File: src/rtl/dmem_arbiter_pkg.sv
// Shared types and constants for the two-port data-memory arbiter.
package dmem_arbiter_pkg;

  localparam int DMEM_NPORTS = 2;

  typedef enum logic [1:0] {
    IDLE    = 2'd0,
    LOCKED0 = 2'd1,
    LOCKED1 = 2'd2
  } dmem_arb_state_t;

  function automatic logic is_aligned(input logic [1:0] byte_off);
    return byte_off == 2'b00;
  endfunction

endpackage

File: src/rtl/rr_arb2.sv
// Combinational two-way round-robin grant; a lock restricts the grant to its owner.
module rr_arb2
  import dmem_arbiter_pkg::*;
(
  input  logic [DMEM_NPORTS-1:0] valid_i,
  input  logic                   last_gnt_i,
  input  dmem_arb_state_t        state_i,
  output logic [DMEM_NPORTS-1:0] gnt_o
);

  always_comb begin
    gnt_o = '0;
    case (state_i)
      LOCKED0: gnt_o[0] = valid_i[0];
      LOCKED1: gnt_o[1] = valid_i[1];
      default: begin
        // On a tie the port that did not win last time goes first.
        if (&valid_i) gnt_o = last_gnt_i ? 2'b01 : 2'b10;
        else          gnt_o = valid_i;
      end
    endcase
  end

endmodule

File: src/rtl/dmem_arbiter.sv
// Two-port arbiter in front of the word-addressed data memory (port 0: MEM stage,
// port 1: debug/DMA loader); one grant per cycle, registered one-cycle response.
//   state   | meaning
//   IDLE    | round-robin between both ports
//   LOCKED0 | port 0 holds the memory for an atomic sequence
//   LOCKED1 | port 1 holds the memory for an atomic sequence
module dmem_arbiter
  import dmem_arbiter_pkg::*;
#(
  parameter int DATA_WIDTH = 32,
  parameter int ADDR_WIDTH = 32
) (
  input  logic                  clk_i,
  input  logic                  rst_i,

  input  logic                  req0_valid_i,
  output logic                  req0_ready_o,
  input  logic                  req0_we_i,
  input  logic                  req0_lock_i,
  input  logic [ADDR_WIDTH-1:0] req0_addr_i,
  input  logic [DATA_WIDTH-1:0] req0_wdata_i,
  output logic                  rsp0_valid_o,
  output logic [DATA_WIDTH-1:0] rsp0_rdata_o,
  output logic                  rsp0_err_o,

  input  logic                  req1_valid_i,
  output logic                  req1_ready_o,
  input  logic                  req1_we_i,
  input  logic                  req1_lock_i,
  input  logic [ADDR_WIDTH-1:0] req1_addr_i,
  input  logic [DATA_WIDTH-1:0] req1_wdata_i,
  output logic                  rsp1_valid_o,
  output logic [DATA_WIDTH-1:0] rsp1_rdata_o,
  output logic                  rsp1_err_o,

  output logic                  mem_we_o,
  output logic [ADDR_WIDTH-1:0] mem_addr_o,
  output logic [DATA_WIDTH-1:0] mem_wdata_o,
  input  logic [DATA_WIDTH-1:0] mem_rdata_i
);

  dmem_arb_state_t              state_q, state_d;
  logic                         last_gnt_q, last_gnt_d;
  logic [DMEM_NPORTS-1:0]       gnt, xfer;
  logic                         win, any_xfer, sel_we, sel_lock, aligned;
  logic [DATA_WIDTH-1:0]        rdata;
  logic [DMEM_NPORTS-1:0]       rsp_valid_q, rsp_valid_d;
  logic [DMEM_NPORTS-1:0]       rsp_err_q, rsp_err_d;
  logic [DATA_WIDTH-1:0]        rsp0_rdata_q, rsp0_rdata_d;
  logic [DATA_WIDTH-1:0]        rsp1_rdata_q, rsp1_rdata_d;

  rr_arb2 u_rr_arb2 (
    .valid_i    ({req1_valid_i, req0_valid_i}),
    .last_gnt_i (last_gnt_q),
    .state_i    (state_q),
    .gnt_o      (gnt)
  );

  // Nothing is accepted while reset is held, so no write can land in a reset cycle.
  assign xfer         = rst_i ? '0 : gnt;
  assign any_xfer     = |xfer;
  assign win          = xfer[1];
  assign req0_ready_o = xfer[0];
  assign req1_ready_o = xfer[1];

  assign mem_addr_o  = win ? req1_addr_i  : req0_addr_i;
  assign mem_wdata_o = win ? req1_wdata_i : req0_wdata_i;
  assign sel_we      = win ? req1_we_i    : req0_we_i;
  assign sel_lock    = win ? req1_lock_i  : req0_lock_i;
  assign aligned     = is_aligned(mem_addr_o[1:0]);
  assign mem_we_o    = any_xfer & sel_we & aligned;

  always_comb begin
    state_d    = state_q;
    last_gnt_d = last_gnt_q;
    if (any_xfer) begin
      last_gnt_d = win;
      case (state_q)
        IDLE:    if (sel_lock)  state_d = win ? LOCKED1 : LOCKED0;
        default: if (!sel_lock) state_d = IDLE;
      endcase
    end
  end

  always_comb begin
    rdata        = (any_xfer && !sel_we && aligned) ? mem_rdata_i : '0;
    rsp_valid_d  = xfer;
    rsp_err_d    = xfer & {DMEM_NPORTS{~aligned}};
    rsp0_rdata_d = xfer[0] ? rdata : '0;
    rsp1_rdata_d = xfer[1] ? rdata : '0;
  end

  always_ff @(posedge clk_i) begin
    if (rst_i) begin
      state_q      <= IDLE;
      last_gnt_q   <= 1'b1;
      rsp_valid_q  <= '0;
      rsp_err_q    <= '0;
      rsp0_rdata_q <= '0;
      rsp1_rdata_q <= '0;
    end else begin
      state_q      <= state_d;
      last_gnt_q   <= last_gnt_d;
      rsp_valid_q  <= rsp_valid_d;
      rsp_err_q    <= rsp_err_d;
      rsp0_rdata_q <= rsp0_rdata_d;
      rsp1_rdata_q <= rsp1_rdata_d;
    end
  end

  assign rsp0_valid_o = rsp_valid_q[0];
  assign rsp1_valid_o = rsp_valid_q[1];
  assign rsp0_err_o   = rsp_err_q[0];
  assign rsp1_err_o   = rsp_err_q[1];
  assign rsp0_rdata_o = rsp0_rdata_q;
  assign rsp1_rdata_o = rsp1_rdata_q;

endmodule

File: config.mk
export PLATFORM = sky130hd
export DESIGN_NAME = dmem_arbiter
export DESIGN_NICKNAME = d
export VERILOG_FILES = /design/src/rtl/dmem_arbiter_pkg.sv /design/src/rtl/rr_arb2.sv /design/src/rtl/dmem_arbiter.sv
export SDC_FILE = /design/constraint.sdc
export NUM_CORES = 1
export LEC_CHECK = 0
export BUFFER_PORTS_ARGS = -buffer_cell sky130_fd_sc_hd__buf_2
export CAP_MARGIN = 20
export CORE_AREA = 3 3 116 118
export DETAILED_ROUTE_END_ITERATION = 8
export DIE_AREA = 0 0 119 121
export GPL_ROUTABILITY_DRIVEN = 1
export GPL_TIMING_DRIVEN = 1
export PLACE_DENSITY_LB_ADDON = 0.08
export SYNTH_ARGS = -nofsm -noshare
export SYNTH_HDL_FRONTEND = slang
export SYNTH_SLANG_ARGS = --single-unit
File: constraint.sdc
create_clock -name clk_i -period 3.7 [get_ports clk_i]
set_input_delay 0.555 -clock clk_i [delete_from_list [all_inputs] [get_ports clk_i]]
set_output_delay 0.555 -clock clk_i [all_outputs]
set_load 0.005 [all_outputs]
==> results.cfg, run 1 <==
[cells_and_area]
final_cell_area_um2 = 4946
num_antenna_cells = 0
syn_to_final_growth_pct = 62.67
postLayoutCoreUtil = 0.3935
drive_above_1_share = 0.4776
finalNetCount = 857

[global_route]
met3_usage = 0.05874
use_met2 = 0.2840
grt_pass1_vias = 3561
grt.overflow.total = 0
grtUsageTotal = 0.1601
grt_pass1_wl_mm = 18.16
use_met1 = 0.1807
grt_max_degree = 70
grt_antenna_before_repair = 1
top_usage_layer = met2

[route]
via_per_inst = 4.108
drc = 0
drt_iter0_drc = 182
vias = 3545
postRouteWirelength_mm = 12.29
ant_nets = 0
wire_per_inst_um = 14.24
drt_pass1_iterations = 5

[timing]
finClkSkew_ns = 0.005474
setup_tns_ns = 0
final_hold_viol_count = 0
tightestPinTransition_ns = 0.7832
drv_slew = 0
post-route-period-util = 0.8941
fmax_mhz = 302.3
min_period_ns = 3.308
slew_headroom = 0.4767
rsz0062_at_grt = false
setup_violations = 0

[place]
dp_hpwl_mm = 9.703
globalplace.congestion = 0.8065
place_area_um2 = 4647
portBuffers = 302

[yosys]
ys_async_sr_fraction = 0
postSynthCellCount = 393
yosysTopAreaCell = dfxtp_1
synth_area_um2 = 3040
yosysSeqAreaShare = 0.4675
yosys_warnings = 0
synth_top_area_frac = 0.4675
netlist_top_cells_area = dfxtp_1 (47%), nand2_1 (23%), and2_1 (6.8%)
synth-edff-count = 0
synth_ff_type = dfxtp_1
ys_types = 38
synth_area_per_cell_um2 = 7.736
synth_commonest_cells = nand2_1 (189), dfxtp_1 (71), and2_1 (33)
syn-num-nets = 564
ys_seq_elements = 71
yosysMostFrequentCell = nand2_1

[floorplan]
die_w_um = 119
initial_core_util = 0.2419
die_h_um = 121
dieArea_um2 = 14400
rows = 41
io-pin-count = 303
core-area_um2 = 12570

[cts]
cts-resized-gates = 0
root_buffer = clkbuf_16
holdBufCountCts = 0
cts.sinks = 71
clkTransAtPathRegs_ns = 0.06
numCtsBuffers = 9
clk_latency_ns = 0.33
post_cts_buffers = 0
clock_path_buffers = 2
htreeDepth = 3
cts_tree = yes

[power]
leakagePower_nw = 3.027
ir_drop_mv = 0.2206
pwr-share-comb = 0.234
powerDensity_nw_per_um2 = 434.4
p_switching_uw = 591.2
p_seq_frac = 0.370
pwr-share-clk = 0.396
switching_share = 0.2751
internal_power_mw = 1.558

[min_path]
whs_path_depth = 2
hp-class = input port to flop

[status]
status = complete, no violations

[setup_path]
crit_path_start = state_q[1]$_SDFFE_PP0P_
setup.worst_path.end = mem_addr_o[1]
critPathRequiredTime_ns = 3.14
cp.arrival_ns = 2.75
endpoint_kind = output pin
crit_chain = inv_1, ha_1, and3b_1, or3_2, buf_4, mux2_4, buf_2
critPathMaxStageDelay_ns = 0.50
worstPathMaxFanout = 69
critical_path_class = flop to output pin
rr_worst_depth = 9
crit-reg2reg-launch = state_q[1]$_SDFFE_PP0P_
crit_path_start_kind = flop
r2r-end = state_q[1]$_SDFFE_PP0P_
reg2reg_slack_ns = 0.93
slowest_stage = or3_2

[job]
maxCapViolCount = 0
logic make-up after synthesis:
logic type,after synthesis,synth area share
xor+xnor,1,0.002881
mux,2,0.009877
simple gates,272,0.4091
flops,71,0.4675
buf+inv,31,0.06255
compound gates,13,0.03581
fa+ha+maj,3,0.01235
per-layer routing:
metal  share of wire  routed length [um]  vias up
li1                -                   -     1815
met1            0.40                4884     1563
met2            0.51                6272      151
met3           0.076                 933       14
met4           0.015                 184        2
met5         0.00098                  12        -
how the worst min path moves through the flow:
| stage | start | endpoint | slack [ns] |
|---|---|---|---|
| after global routing | mem_rdata_i[4] | rsp0_rdata_o[4]$_SDFF_PP0_ | 0.43 |
| after global placement | last_gnt_q$_SDFFE_PP1P_ | last_gnt_q$_SDFFE_PP1P_ | 0.49 |
| after detailed placement | last_gnt_q$_SDFFE_PP1P_ | last_gnt_q$_SDFFE_PP1P_ | 0.49 |
| final | mem_rdata_i[23] | rsp0_rdata_o[23]$_SDFF_PP0_ | 0.44 |
| after floorplan | last_gnt_q$_SDFFE_PP1P_ | last_gnt_q$_SDFFE_PP1P_ | 0.44 |
| after CTS | mem_rdata_i[22] | rsp0_rdata_o[22]$_SDFF_PP0_ | 0.42 |
critical path: cells and delay by family, from the launching register on:
kind | cells | cell delay, ns
buffers and inverters | 3 | 0.55
adder cells (fa/ha/maj) | 1 | 0.33
AND/OR/NAND/NOR | 2 | 0.73
multiplexers | 1 | 0.39
flip-flops | 1 | 0.38
layout by cell type, fill, tap and decap left out, types with 2 or more instances in the layout:
master	synthesis	final
mux2_4	2	2
nand2_1	189	189
clkinv_2	0	2
buf_2	8	302
nand2b_1	2	2
inv_1	6	6
o21ai_0	2	2
and3_1	32	32
clkbuf_16	0	9
dfxtp_1	71	71
nor2b_1	3	3
and2_1	33	33
a21oi_1	2	2
ha_1	3	3
nor2_1	3	3
buf_4	0	3
power groups by stage:
stage	combinational [mW]	clock, mW	sequential (mW)
floorplan	0.258	0	0.812
global placement	0.509	0	0.810
detailed placement	0.511	0	0.811
CTS	0.512	0.882	0.794
global route	0.568	0.908	0.797
finish	0.504	0.851	0.794
per-stage QoR:
step                setup slack [ns]  cells  total power, mW  hold slack [ns]
floorplan                      1.259    393            1.070           0.4375
global placement              0.8151    847            1.319           0.4946
detailed placement            0.7391    847            1.321           0.4885
CTS                           0.3753    863            2.188           0.4221
global route                  0.2551    863            2.273           0.4295
finish                        0.3918    863            2.149           0.4391
area by class of cell:
type                    instances  area [um^2]
fillers                      1375         7622
clock inverters                 5        56.30
clock buffers                  11        242.7
well taps                     172        215.2
flip-flops and latches         71         1421
repair buffers                306         1554
inverters                       7        26.28
multi-input cells             291         1430
registers in the layout, summed over array words and instances, names as in the netlist:
register,count
state_q,2
rsp1_rdata_o,32
rsp0_rdata_o,32
rsp_err_q,2
rsp_valid_q,2
last_gnt_q,1
Note: power is estimated with default switching activity, not from simulation.
==> inputs of run 2 (changes only) <==
--- a/config.mk
+++ b/config.mk
@@ -6,13 +6,13 @@
 export NUM_CORES = 1
 export LEC_CHECK = 0
 export BUFFER_PORTS_ARGS = -buffer_cell sky130_fd_sc_hd__buf_2
-export CAP_MARGIN = 20
+export CAP_MARGIN = 25
 export CORE_AREA = 3 3 116 118
 export DETAILED_ROUTE_END_ITERATION = 8
 export DIE_AREA = 0 0 119 121
 export GPL_ROUTABILITY_DRIVEN = 1
 export GPL_TIMING_DRIVEN = 1
-export PLACE_DENSITY_LB_ADDON = 0.08
+export PLACE_DENSITY = 0.61
 export SYNTH_ARGS = -nofsm -noshare
 export SYNTH_HDL_FRONTEND = slang
 export SYNTH_SLANG_ARGS = --single-unit
==> run 2 against run 1 <==
Effect of this change:
- non-clock buffer count grew 3
- hold slack worse by 0.0044 ns
- largest power group unchanged
- clock power fell by 6.1%
- critical path depth stayed put
- total power fell by 2.3%
- worst setup slack improved by 0.061 ns
==> results.cfg, run 2 (synthesized netlist as in run 1, its figures left out) <==
[min_path]
min_from = mem_rdata_i[18]
whs_path_depth = 2
hp-class = input port to flop
hold_end = rsp0_rdata_o[18]$_SDFF_PP0_

[setup_path]
path_delay_family = simple AND/OR/NAND/NOR gates
r2r-end = rsp1_rdata_o[24]$_SDFF_PP0_
endpoint_kind = output pin
reg2reg_slack_ns = 1.12
slowest_stage = or3_2
path_buf_inv = 3
crit_path_start_kind = flop
critPathMaxStageDelay_ns = 0.50
critical_path_class = flop to output pin
crit-reg2reg-launch = state_q[0]$_SDFFE_PP0P_
cp.arrival_ns = 2.69
crit_chain = inv_1, ha_1, and3b_1, or3_2, buf_4, mux2_4, buf_2
critPathRequiredTime_ns = 3.14
worstPathMaxFanout = 69
rr_worst_depth = 8

[place]
globalplace.congestion = 0.7907
portBuffers = 302
place_area_um2 = 4669
dp_hpwl_mm = 9.012

[route]
wire_per_inst_um = 13.00
drt_iter0_drc = 167
postRouteWirelength_mm = 11.25
drt_pass1_iterations = 4
ant_nets = 0
vias = 3472
drc = 0
via_per_inst = 4.009

[timing]
finClkSkew_ns = 0.003570
slew_headroom = 0.5219
fmax_mhz = 308.0
min_period_ns = 3.247
final_hold_viol_count = 0
drv_slew = 0
setup_tns_ns = 0
hold_ws_ns = 0.4347
setup_violations = 0
tightestPinTransition_ns = 0.7172
rsz0062_at_grt = false
post-route-period-util = 0.8776

[power]
leakagePower_nw = 3.033
powerDensity_nw_per_um2 = 423.6
p_switching_uw = 601.3
pwr-share-clk = 0.381
p_seq_frac = 0.378
finalPower_mw = 2.098
switching_share = 0.2866
ir_drop_mv = 0.1869
internal_power_mw = 1.497
pwr-share-comb = 0.241

[cells_and_area]
drive_above_1_share = 0.4813
final_cell_area_um2 = 4954
layout_commonest_cell = buf_2
postLayoutCoreUtil = 0.3941
fillers = 1349
layout_common_cells = buf_2 (302), nand2_1 (189), dfxtp_1 (71), and2_1 (33), and3_1 (32)
syn_to_final_growth_pct = 62.92
multiInputGateArea_um2 = 1430
regArea_um2 = 1421
finalNetCount = 860
num_antenna_cells = 0

[cts]
clock_path_buffers = 2
numCtsBuffers = 9
cts.sinks = 71
clk_latency_ns = 0.32
cts-resized-gates = 0
cts_tree = yes
htreeDepth = 3
root_buffer = clkbuf_16
holdBufCountCts = 0
clkTransAtPathRegs_ns = 0.06
post_cts_buffers = 0

[floorplan]
io-pin-count = 303
dieArea_um2 = 14400
rows = 41
initial_core_util = 0.2419
die_w_um = 119
core-area_um2 = 12570
die_h_um = 121

[global_route]
grt_antenna_before_repair = 0
grt.overflow.total = 0
grt_pass1_wl_mm = 16.82
grt_max_degree = 70
grtUsageTotal = 0.1453
grt_pass1_vias = 3188

[status]
status = complete, no violations

[job]
maxCapViolCount = 0
-- run 2: cell types whose count changed in the layout (fill, tap and decap cells not counted) --
| cell | previous run | this run |
|---|---|---|
| bufinv_16 | 1 | 0 |
| inv_6 | 1 | 0 |
| clkbuf_1 | 1 | 0 |
| inv_8 | 0 | 1 |
| clkinv_4 | 0 | 1 |
| clkinvlp_4 | 1 | 2 |
| buf_4 | 3 | 6 |
-- run 2: worst max-delay path by stage --
stage                                  startpoint         endpoint  slack, ns  cells past startpoint
after global placement    state_q[0]$_SDFFE_PP0P_    mem_addr_o[0]       0.80                      7
after global routing      state_q[1]$_SDFFE_PP0P_  mem_wdata_o[29]       0.27                      9
final                     state_q[0]$_SDFFE_PP0P_    mem_addr_o[0]       0.45                      7
after CTS                 state_q[0]$_SDFFE_PP0P_         mem_we_o       0.41                      8
after floorplan           state_q[0]$_SDFFE_PP0P_   mem_addr_o[13]       1.26                     10
after detailed placement  state_q[0]$_SDFFE_PP0P_         mem_we_o       0.76                      8
-- run 2: area by class of cell --
cell class                 count  area share
timing repair buffer         309      0.3183
clock inverter                 6    0.009093
sequential                    71      0.2869
multi-input combinational    291      0.2887
inverter                       7    0.005304
tap                          172     0.04345
clock buffer                  10     0.04824
-- run 2: per-layer routing --
metal / GRT usage / wire length [um] / part of all wire / vias to the layer above
li1: - / - / - / 1822
met1: 0.1851 / 4730 / 0.42 / 1487
met2: 0.2395 / 5548 / 0.49 / 150
met3: 0.04009 / 845 / 0.075 / 13
met4: 0.04417 / 130 / 0.012 / 0
met5: 0 / 0 / 0 / -
-- run 2: power groups by stage --
stage                     sequential, mW  clock, mW  combinational (mW)
after detailed placement           0.811          0               0.511
after CTS                          0.794      0.818               0.513
after global placement             0.810          0               0.511
final                              0.794      0.799               0.505
after floorplan                    0.812          0               0.258
after global routing               0.796      0.858               0.569
-- run 2: metrics by stage --
step                      std cells  setup WS (ns)
after global routing            866         0.2666
final                           866         0.4529
after detailed placement        850         0.7615
after global placement          850         0.8039
after CTS                       866         0.4095
after floorplan                 393          1.259
==> inputs of run 3 (changes only) <==
--- a/config.mk
+++ b/config.mk
@@ -13,6 +13,7 @@
 export GPL_ROUTABILITY_DRIVEN = 1
 export GPL_TIMING_DRIVEN = 1
 export PLACE_DENSITY = 0.61
+export RECOVER_POWER = 100
 export SYNTH_ARGS = -nofsm -noshare
 export SYNTH_HDL_FRONTEND = slang
 export SYNTH_SLANG_ARGS = --single-unit
==> run 3 against run 2 <==
Effect of this change:
- routed wire length grew 0.52%
- register-to-register slack lost 0.45 ns
- fmax shrank 0.83%
- critical path depth is the same
- clock skew is essentially flat
- sequential share of layout area grew 0.80 points
- total power shrank 1.2%
- sequential power is essentially flat
- global-route usage is the same
- utilization shrank 1.1 points
- combinational power shrank 5.0%
==> results.cfg, run 3 (synthesized netlist as in run 1, its figures left out) <==
[timing]
hold_ws_ns = 0.4356
setup_violations = 0
setup_tns_ns = 0
post-route-period-util = 0.8849
drv_slew = 0
final_hold_viol_count = 0
finClkSkew_ns = 0.003322
rsz0062_at_grt = false
min_period_ns = 3.274
tightestPinTransition_ns = 1.172
slew_headroom = 0.2189
fmax_mhz = 305.4

[cells_and_area]
drive_above_1_share = 0.3501
num_antenna_cells = 0
layout_common_cells = buf_2 (215), nand2_1 (189), clkbuf_1 (88), dfxtp_1 (71), and3_1 (32)
syn_to_final_growth_pct = 58.48
finalNetCount = 860
layout_commonest_cell = buf_2
postLayoutCoreUtil = 0.3834
fillers = 1386

[power]
pwr-share-clk = 0.385
ir_drop_mv = 0.1867
finalPower_mw = 2.073
switching_share = 0.2905
p_switching_uw = 602.4
powerDensity_nw_per_um2 = 430.3
p_seq_frac = 0.383
pwr-share-comb = 0.231
leakagePower_nw = 2.687
internal_power_mw = 1.471

[route]
drt_iter0_drc = 152
drc = 0
drt_pass1_iterations = 4
via_per_inst = 3.987
wire_per_inst_um = 13.06
ant_nets = 0
postRouteWirelength_mm = 11.31
vias = 3453

[status]
status = complete, no violations

[setup_path]
crit-reg2reg-launch = state_q[0]$_SDFFE_PP0P_
endpoint_kind = output pin
crit_path_start_kind = flop
worstPathMaxFanout = 69
reg2reg_slack_ns = 0.67
rr_worst_depth = 8
cp.arrival_ns = 2.72
critPathRequiredTime_ns = 3.14
r2r-end = rsp1_rdata_o[24]$_SDFF_PP0_
critical_path_class = flop to output pin

[floorplan]
core-area_um2 = 12570
die_h_um = 121
dieArea_um2 = 14400
initial_core_util = 0.2419
io-pin-count = 303
die_w_um = 119
rows = 41

[global_route]
grt_pass1_wl_mm = 16.82
grt_pass1_vias = 3188
grtUsageTotal = 0.1453
grt_antenna_before_repair = 0
grt.overflow.total = 0
grt_max_degree = 70

[cts]
cts.sinks = 71
root_buffer = clkbuf_16
clock_path_buffers = 2
holdBufCountCts = 0
numCtsBuffers = 9
cts-resized-gates = 0
clk_latency_ns = 0.33
htreeDepth = 3
cts_tree = yes
post_cts_buffers = 0
clkTransAtPathRegs_ns = 0.06

[job]
maxCapViolCount = 0

[min_path]
hold_end = rsp0_rdata_o[18]$_SDFF_PP0_
min_from = mem_rdata_i[18]
hp-class = input port to flop
whs_path_depth = 2

[place]
globalplace.congestion = 0.7907
dp_hpwl_mm = 9.012
portBuffers = 302
run 3: cell types whose count changed in the layout (fill, tap and decap cells not counted):
cell | before | now
clkbuf_1 | 0 | 88
buf_2 | 302 | 215
and2_0 | 0 | 14
and2_1 | 33 | 19
buf_4 | 6 | 4
mux2_1 | 0 | 2
mux2_4 | 2 | 0
a21oi_2 | 0 | 1
a21oi_4 | 1 | 0
buf_1 | 0 | 1
or4b_2 | 0 | 1
or4b_4 | 1 | 0
run 3: worst max-delay path, cell delays in order (launching register included):
cell and delay, ns:
dfxtp_1 0.37, inv_1 0.09, ha_1 0.32, and3b_1 0.21
or3_2 0.50, buf_4 0.33, mux2_1 0.42, buf_2 0.14
run 3: cell type report:
| cell class | count | area (um^2) | share of cell area |
|---|---|---|---|
| Tap cell | 172 | 215.2 | 0.04466 |
| Timing Repair Buffer | 309 | 1460 | 0.3030 |
| Multi-Input combinational cell | 291 | 1411 | 0.2929 |
| Clock buffer | 10 | 239.0 | 0.04960 |
| Sequential cell | 71 | 1421 | 0.2950 |
| Clock inverter | 6 | 45.04 | 0.009348 |
| Inverter | 7 | 26.28 | 0.005453 |
run 3: power by group through the flow:
stage	clock network (mW)	registers, mW	logic [mW]
floorplan	0	0.812	0.258
global placement	0	0.810	0.511
detailed placement	0	0.811	0.511
CTS	0.818	0.794	0.513
global route	0.858	0.796	0.544
finish	0.799	0.794	0.480
run 3: per-layer routing:
metal	share of wire	up-vias	global-route usage	wire length, um
li1	-	1820	-	-
met1	0.42	1478	0.1851	4794
met2	0.49	141	0.2395	5521
met3	0.076	14	0.04009	857
met4	0.012	0	0.04417	139
met5	0	-	0	0
run 3: how the worst max path moves through the flow:
stage / start / to / slack (ns)
2_1_floorplan: state_q[0]$_SDFFE_PP0P_ / mem_addr_o[13] / 1.26
3_3_place_gp: state_q[0]$_SDFFE_PP0P_ / mem_addr_o[0] / 0.80
3_5_place_dp: state_q[0]$_SDFFE_PP0P_ / mem_we_o / 0.76
4_1_cts: state_q[0]$_SDFFE_PP0P_ / mem_we_o / 0.41
5_1_grt: state_q[1]$_SDFFE_PP0P_ / mem_we_o / 0.24
6_report: state_q[0]$_SDFFE_PP0P_ / mem_addr_o[1] / 0.43
run 3: metrics by stage:
step	setup slack [ns]	area (um^2)	instances
2_1_floorplan	1.259	3040	393
3_3_place_gp	0.8039	4669	850
3_5_place_dp	0.7615	4669	850
4_1_cts	0.4095	4954	866
5_1_grt	0.2389	4818	866
6_report	0.4257	4818	866
